<file path="src/rtl/cc_snoop_ctrl_pkg.sv">
// Shared coherence types for the snoop controller and the requester-side miss path.
// Holds the MESI end-state encoding, bus operations and block geometry.
package cc_snoop_ctrl_pkg;

    localparam int BLOCK_SIZE     = 2;
    localparam int WORD_W         = 32;
    localparam int BLOCK_OFF_BITS = $clog2(BLOCK_SIZE) + 2;

    typedef logic [WORD_W-1:0] word_t;

    typedef enum logic [1:0] {
        INVALID   = 2'd0,
        SHARED    = 2'd1,
        EXCLUSIVE = 2'd2,
        MODIFIED  = 2'd3
    } cc_end_state;

    typedef enum logic [1:0] {
        BUS_RD   = 2'd0,
        BUS_RDX  = 2'd1,
        BUS_UPGR = 2'd2,
        BUS_RSVD = 2'd3
    } cc_bus_op_t;

endpackage

</file>
<file path="src/rtl/cc_mesi_next_state.sv">
// Combinational MESI decode: current line state from status bits, end state and flush need for a bus op.
// Zero latency, no flow control.
module cc_mesi_next_state
    import cc_snoop_ctrl_pkg::*;
(
    input  logic        valid_i,
    input  logic        exclusive_i,
    input  logic        dirty_i,
    input  logic        hit_i,
    input  cc_bus_op_t  op_i,
    output cc_end_state prev_state_o,
    output cc_end_state next_state_o,
    output logic        flush_o
);

    cc_end_state prev;

    always_comb begin
        prev = INVALID;
        if (hit_i && valid_i) begin
            if (dirty_i)
                prev = MODIFIED;
            else if (exclusive_i)
                prev = EXCLUSIVE;
            else
                prev = SHARED;
        end
    end

    always_comb begin
        next_state_o = prev;
        flush_o      = 1'b0;
        case (op_i)
            BUS_RD: begin
                next_state_o = (prev == INVALID) ? INVALID : SHARED;
                flush_o      = (prev == MODIFIED);
            end
            BUS_RDX: begin
                next_state_o = INVALID;
                flush_o      = (prev == MODIFIED);
            end
            BUS_UPGR: next_state_o = INVALID;
            // reserved op leaves the line untouched
            default: next_state_o = prev;
        endcase
    end

    assign prev_state_o = prev;

endmodule

</file>
<file path="src/rtl/cc_snoop_ctrl.sv">
// Snoop side of the L1 coherence interface: look up, commit MESI end state, flush dirty block, respond.
// Response 2 cycles after accept (2+BLOCK_SIZE with flush); flush words and response hold until accepted.
module cc_snoop_ctrl #(
    parameter int BLOCK_SIZE = 2,
    parameter int WORD_W     = 32
) (
    input  logic              CLK,
    input  logic              RST,
    input  logic              bus_req,
    output logic              bus_ready,
    input  logic [WORD_W-1:0] bus_addr,
    input  logic [1:0]        bus_op,
    output logic              bus_data_valid,
    output logic [WORD_W-1:0] bus_data,
    input  logic              bus_data_ready,
    output logic              rsp_valid,
    input  logic              rsp_ready,
    output logic              rsp_hit,
    output logic              rsp_flushed,
    output logic [1:0]        rsp_prev_state,
    output logic              miss_pending,
    output logic [WORD_W-1:0] addr,
    output logic [1:0]        state_transfer,
    output logic              snoop_req,
    input  logic              valid,
    input  logic              exclusive,
    input  logic              dirty,
    input  logic              snoop_hit,
    input  logic [WORD_W-1:0] requested_data,
    input  logic              write_req,
    input  logic              dWEN
);
    import cc_snoop_ctrl_pkg::*;

    localparam int                OFF_BITS = $clog2(BLOCK_SIZE) + 2;
    localparam int                IDX_W    = (BLOCK_SIZE > 1) ? $clog2(BLOCK_SIZE) : 1;
    localparam logic [IDX_W-1:0]  IDX_LAST = IDX_W'(BLOCK_SIZE - 1);
    localparam logic [WORD_W-1:0] OFF_MASK = {{(WORD_W-OFF_BITS){1'b1}}, {OFF_BITS{1'b0}}};

    typedef enum logic [1:0] {S_IDLE, S_LOOKUP, S_FLUSH, S_RESP} fsm_t;

    fsm_t              state_q;
    cc_bus_op_t        op_q;
    cc_end_state       st_q, prev_q;
    logic [WORD_W-1:0] addr_q;
    logic [IDX_W-1:0]  idx_q;
    logic              hit_q, flushed_q, snoop_req_q, bdv_q, rsp_valid_q, miss_q;
    cc_end_state       lk_prev, lk_next;
    logic              lk_flush;

    cc_mesi_next_state u_mesi (
        .valid_i      (valid),
        .exclusive_i  (exclusive),
        .dirty_i      (dirty),
        .hit_i        (snoop_hit),
        .op_i         (op_q),
        .prev_state_o (lk_prev),
        .next_state_o (lk_next),
        .flush_o      (lk_flush)
    );

    always_ff @(posedge CLK) begin
        if (RST) begin
            state_q     <= S_IDLE;
            op_q        <= BUS_RD;
            st_q        <= INVALID;
            prev_q      <= INVALID;
            addr_q      <= '0;
            idx_q       <= '0;
            hit_q       <= 1'b0;
            flushed_q   <= 1'b0;
            snoop_req_q <= 1'b0;
            bdv_q       <= 1'b0;
            rsp_valid_q <= 1'b0;
            miss_q      <= 1'b0;
        end else begin
            miss_q <= write_req;
            case (state_q)
                S_IDLE: begin
                    if (bus_req && !dWEN) begin
                        state_q     <= S_LOOKUP;
                        addr_q      <= bus_addr & OFF_MASK;
                        op_q        <= cc_bus_op_t'(bus_op);
                        idx_q       <= '0;
                        snoop_req_q <= 1'b1;
                    end
                end
                S_LOOKUP: begin
                    hit_q  <= valid & snoop_hit;
                    prev_q <= lk_prev;
                    st_q   <= lk_next;
                    if (lk_flush) begin
                        state_q <= S_FLUSH;
                        idx_q   <= '0;
                        bdv_q   <= 1'b1;
                    end else begin
                        state_q     <= S_RESP;
                        snoop_req_q <= 1'b0;
                        addr_q      <= '0;
                        st_q        <= INVALID;
                        rsp_valid_q <= 1'b1;
                        flushed_q   <= 1'b0;
                    end
                end
                S_FLUSH: begin
                    if (bus_data_ready) begin
                        if (idx_q == IDX_LAST) begin
                            state_q     <= S_RESP;
                            snoop_req_q <= 1'b0;
                            bdv_q       <= 1'b0;
                            addr_q      <= '0;
                            st_q        <= INVALID;
                            rsp_valid_q <= 1'b1;
                            flushed_q   <= 1'b1;
                        end else begin
                            idx_q  <= idx_q + 1'b1;
                            addr_q <= addr_q + WORD_W'(4);
                        end
                    end
                end
                S_RESP: begin
                    if (rsp_ready) begin
                        state_q     <= S_IDLE;
                        rsp_valid_q <= 1'b0;
                        flushed_q   <= 1'b0;
                        hit_q       <= 1'b0;
                        prev_q      <= INVALID;
                    end
                end
                default: state_q <= S_IDLE;
            endcase
        end
    end

    // LOOKUP shows the freshly decoded end state; the registered copy keeps it stable through FLUSH
    assign state_transfer = (state_q == S_LOOKUP) ? lk_next : st_q;
    assign bus_ready      = (state_q == S_IDLE) && !dWEN && !RST;
    assign snoop_req      = snoop_req_q;
    assign addr           = addr_q;
    assign bus_data_valid = bdv_q;
    assign bus_data       = bdv_q ? requested_data : '0;
    assign rsp_valid      = rsp_valid_q;
    assign rsp_hit        = rsp_valid_q & hit_q;
    assign rsp_flushed    = rsp_valid_q & flushed_q;
    assign rsp_prev_state = rsp_valid_q ? prev_q : INVALID;
    assign miss_pending   = miss_q;

endmodule

</file>
<file path="config.mk">
export PLATFORM = sky130hd
export DESIGN_NAME = cc_snoop_ctrl
export DESIGN_NICKNAME = d
export VERILOG_FILES = /design/src/rtl/cc_snoop_ctrl_pkg.sv /design/src/rtl/cc_mesi_next_state.sv /design/src/rtl/cc_snoop_ctrl.sv
export SDC_FILE = /design/constraint.sdc
export NUM_CORES = 1
export LEC_CHECK = 0
export ABC_AREA = 1
export BUFFER_PORTS_ARGS = -buffer_cell sky130_fd_sc_hd__buf_4
export CORE_ASPECT_RATIO = 1.4
export CORE_MARGIN = 2
export CORE_UTILIZATION = 51
export CTS_CLUSTER_DIAMETER = 100
export DETAILED_ROUTE_END_ITERATION = 12
export GPL_TIMING_DRIVEN = 0
export PLACE_DENSITY = 0.86
export SLEW_MARGIN = 25
export SYNTH_ARGS = -nofsm -noshare
export SYNTH_HDL_FRONTEND = slang
export SYNTH_SLANG_ARGS = --single-unit
</file>
<file path="constraint.sdc">
create_clock -name CLK -period 4.5 [get_ports CLK]
set_input_delay 0 -clock CLK [delete_from_list [all_inputs] [get_ports CLK]]
set_output_delay 0 -clock CLK [all_outputs]
set_load 0.01 [all_outputs]
</file>
==> flow_summary_export.csv <==
group,metric,value,unit
detailed_routing,vias,4331,
critical_path,critPathLaunchType,"register",
detailed_routing,avgViaCountPerCell,5.41,
die,fp.dieH,98.4,µm
grt,grt_pass1_vias,4242,
die,die_x,71.4,µm
timing,finalSetupTns,0,ns
timing,fin_hold_ws,0.00927,ns
critical_path,critPathCaptureType,"register",
detailed_routing,firstDrtPassIters,5,
grt,use_met3,0.0660,
critical_path,crit_required,4.72,ns
outcome,outcome,"finished, final reports clean",
pwr,finalPower,2.89,mW
clock_tree,cts_max_level,2,
clock_tree,cts_setup_buffers,0,
pwr,p_clk_frac,0.128,
min_path,hold_class,"in -> reg",
critical_path,critPathKind,"reg -> reg",
placement,port_buffers,146,
detailed_routing,drt_drc_violations_left,0,
timing,drv_slew,0,
pwr,ir_drop,0.433,mV
die,dieArea,7020,µm²
cells_and_area,syn_to_final_growth,49.5,%
synth,syn_area_per_cell,5.95,µm²
clock_tree,cts_repair_resize_count,0,
timing,finalSetupViolCount,0,
grt,grt_max_degree,15,
die,ios,152,
cells_and_area,layout_commonest_cell,"buf_4",
synth,synth_top_area_frac,0.278,
clock_tree,root_buffer,"clkbuf_8",
clock_tree,clk_pin_slew,0.09,ns
synth,syn-cell-area,3240,µm²
detailed_routing,drtIter0Drc,275,
grt,overflow,0,
run,cap_violations,0,
cells_and_area,nFillCells,488,
detailed_routing,ant_nets,0,
grt,grt_pass1_wl,19.1,mm
cells_and_area,fin_util,0.786,
timing,fin_skew,0.00764,ns
placement,dpl_cell_area,4430,µm²
timing,tightest_slew,0.501,ns
synth,synth_seq_cells,45,
critical_path,crit_path_top_delay_cell,"dlygate4sd3_1",
die,rows,34,
detailed_routing,wirelength,11.9,mm
synth,ys_top_cells_by_area,"dfxtp_1 (28%), nand2_1 (15%), a21oi_1 (11%)",
timing,max_slew_margin,0.666,
critical_path,arrival,2.71,ns
critical_path,cp_max_fo,10,
clock_tree,cts_tree,"yes",
cells_and_area,nets,811,
pwr,p_seq_frac,0.282,
grt,grt.met1_usage,0.299,
critical_path,crit_family,"buffers and inverters",
timing,period_needed,2.49,ns
grt,use_met2,0.659,
placement,gp_congestion,0.961,
pwr,leakage,2.41,nW
synth,yosysUniqueCellTypes,33,
synth,synth_largest_area_cell,"dfxtp_1",
timing,hold_viol_final,0,
pwr,internal-power,1.50,mW
timing,max_freq,0.401,GHz
cells_and_area,diodes,0,
clock_tree,clock_latency,0.31,ns
pwr,netSwitchingPower,1.39,mW
clock_tree,clk_path_buf_depth,2,
synth,yosysSeqAreaShare,0.278,
die,start_util,0.526,
synth,syn_inst,545,
timing,rsz0062_at_grt,"no",
clock_tree,cts_sinks,45,
critical_path,crit_buf_inv,6,
clock_tree,numCtsBuffers,5,
grt,grtUsageTotal,0.338,
grt,antenna_found_initial,0,
die,core_area,6170,µm²
pwr,p_comb_frac,0.590,
timing,finalCritPeriodShare,0.554,
critical_path,crit_path_cell_trace,"inv_1 -> ha_1 -> inv_2 -> nor2_1 -> nor2_2 -> nand2_1 -> nor2_2 -> buf_6 -> buf_6 -> nand3_1 -> nand2_1 -> dlygate4sd3_1 -> inv_1",
synth,yosysWarningCount,0,
grt,grt.busiest_layer,"met2",
placement,dp_hpwl,9.11,mm
critical_path,critPathMaxStageDelay,0.54,ns
cells_and_area,layout-drive-gt1-share,0.264,
detailed_routing,avgRoutedWirePerCell,14.8,µm
pwr,switching_share,0.482,
pwr,power_density,597,nW/µm²
cells_and_area,final_cell_area,4850,µm²
cells_and_area,layout_common_cells,"buf_4 (149), nand2_1 (133), inv_1 (85)",
-- layout make-up --
class / instances / area, µm² / area share
Multi-Input combinational cell: 390 / 1880 / 0.388
Sequential cell: 45 / 901 / 0.186
Tap cell: 72 / 90.1 / 0.0186
Clock buffer: 5 / 68.8 / 0.0142
Clock inverter: 3 / 65.1 / 0.0134
Buffer: 21 / 126 / 0.0261
Inverter: 90 / 338 / 0.0697
Timing Repair Buffer: 174 / 1380 / 0.284
-- state kept, by name, summed over array words and instances (netlist names) --
| register | count |
|---|---|
| snoop_req | 1 |
| prev_q | 2 |
| miss_pending | 1 |
| hit_q | 1 |
| idx_q | 1 |
| state_q | 2 |
| op_q | 2 |
| flushed_q | 1 |
| st_q | 2 |
| bus_data_valid | 1 |
| rsp_valid | 1 |
| addr | 30 |
-- final timing paths --
check,startpoint,to,slack [ns],cells after the start
max,state_q[0]$_SDFFE_PP0P_,addr[9]$_SDFFE_PP0P_,2.01,13
min,bus_op[0],op_q[0]$_SDFFE_PP0P_,0.009,3
max reg2reg,state_q[0]$_SDFFE_PP0P_,addr[9]$_SDFFE_PP0P_,2.01,13
min reg2reg,st_q[1]$_SDFFE_PP0P_,st_q[1]$_SDFFE_PP0P_,0.47,2
-- cell usage after synthesis --
library cell and n:
nand3_1 36, clkinv_1 1, dfxtp_1 45, o31ai_1 1
o21bai_1 2, nor3_1 2, nand2_2 3, buf_6 4
buf_2 5, nor2_4 4, o2111ai_1 1, a21oi_1 69
a21oi_2 1, inv_2 4, and2_2 1, nand3_2 3
buf_4 3, o21ai_0 22, nor2_2 8, conb_1 1
nor2_1 50, clkbuf_1 9, nand2_1 133, o21ai_1 23
ha_1 7, or2_2 2, o211ai_1 4, and2_1 1
inv_1 85, a32oi_1 1, nand3b_1 2, a31oi_1 4
nand4_1 8
-- power by group through the flow --
| stage | logic, mW | clock network (mW) | registers (mW) |
|---|---|---|---|
| finish | 1.71 | 0.371 | 0.815 |
| detailed placement | 1.65 | 0 | 0.812 |
| global placement | 1.61 | 0 | 0.811 |
| CTS | 1.69 | 0.370 | 0.807 |
| floorplan | 0.955 | 0 | 0.817 |
| global route | 1.88 | 0.390 | 0.841 |
-- routing by layer --
layer | part of all wire | wire [µm]
met2 | 0.54 | 6380
met3 | 0.082 | 969
met4 | 0.060 | 710
met5 | 0 | 0
met1 | 0.32 | 3800
-- metrics by stage --
step | instances | worst slack, ns
2_1_floorplan | 546 | 2.82
3_3_place_gp | 764 | 2.59
6_report | 800 | 2.01
3_5_place_dp | 764 | 2.55
4_1_cts | 800 | 2.04
5_1_grt | 800 | 1.81
-- worst reg2reg max path, stage by stage (launching register included) --
cell and delay (ns):
dfxtp_1 0.43, inv_1 0.11, ha_1 0.28, inv_2 0.12
nor2_1 0.06, nor2_2 0.09, nand2_1 0.08, nor2_2 0.16
buf_6 0.17, buf_6 0.16, nand3_1 0.09, nand2_1 0.06
dlygate4sd3_1 0.54, inv_1 0.04
-- what timing repair did --
item / CTS / global route
hold buffers: 28 / 0
hold endpoints to repair: 27 / 0
setup endpoints to repair: 0 / 0
-- logic make-up after synthesis --
kind of cell | count (synthesis) | synth area share
other | 1 | 0.00116
AO/OA/AOI/OAI | 128 | 0.208
AND/OR/NAND/NOR | 253 | 0.343
flip-flops | 45 | 0.278
buffers and inverters | 111 | 0.143
adder cells (fa/ha/maj) | 7 | 0.0270
Power figures use the tool's default switching activity.
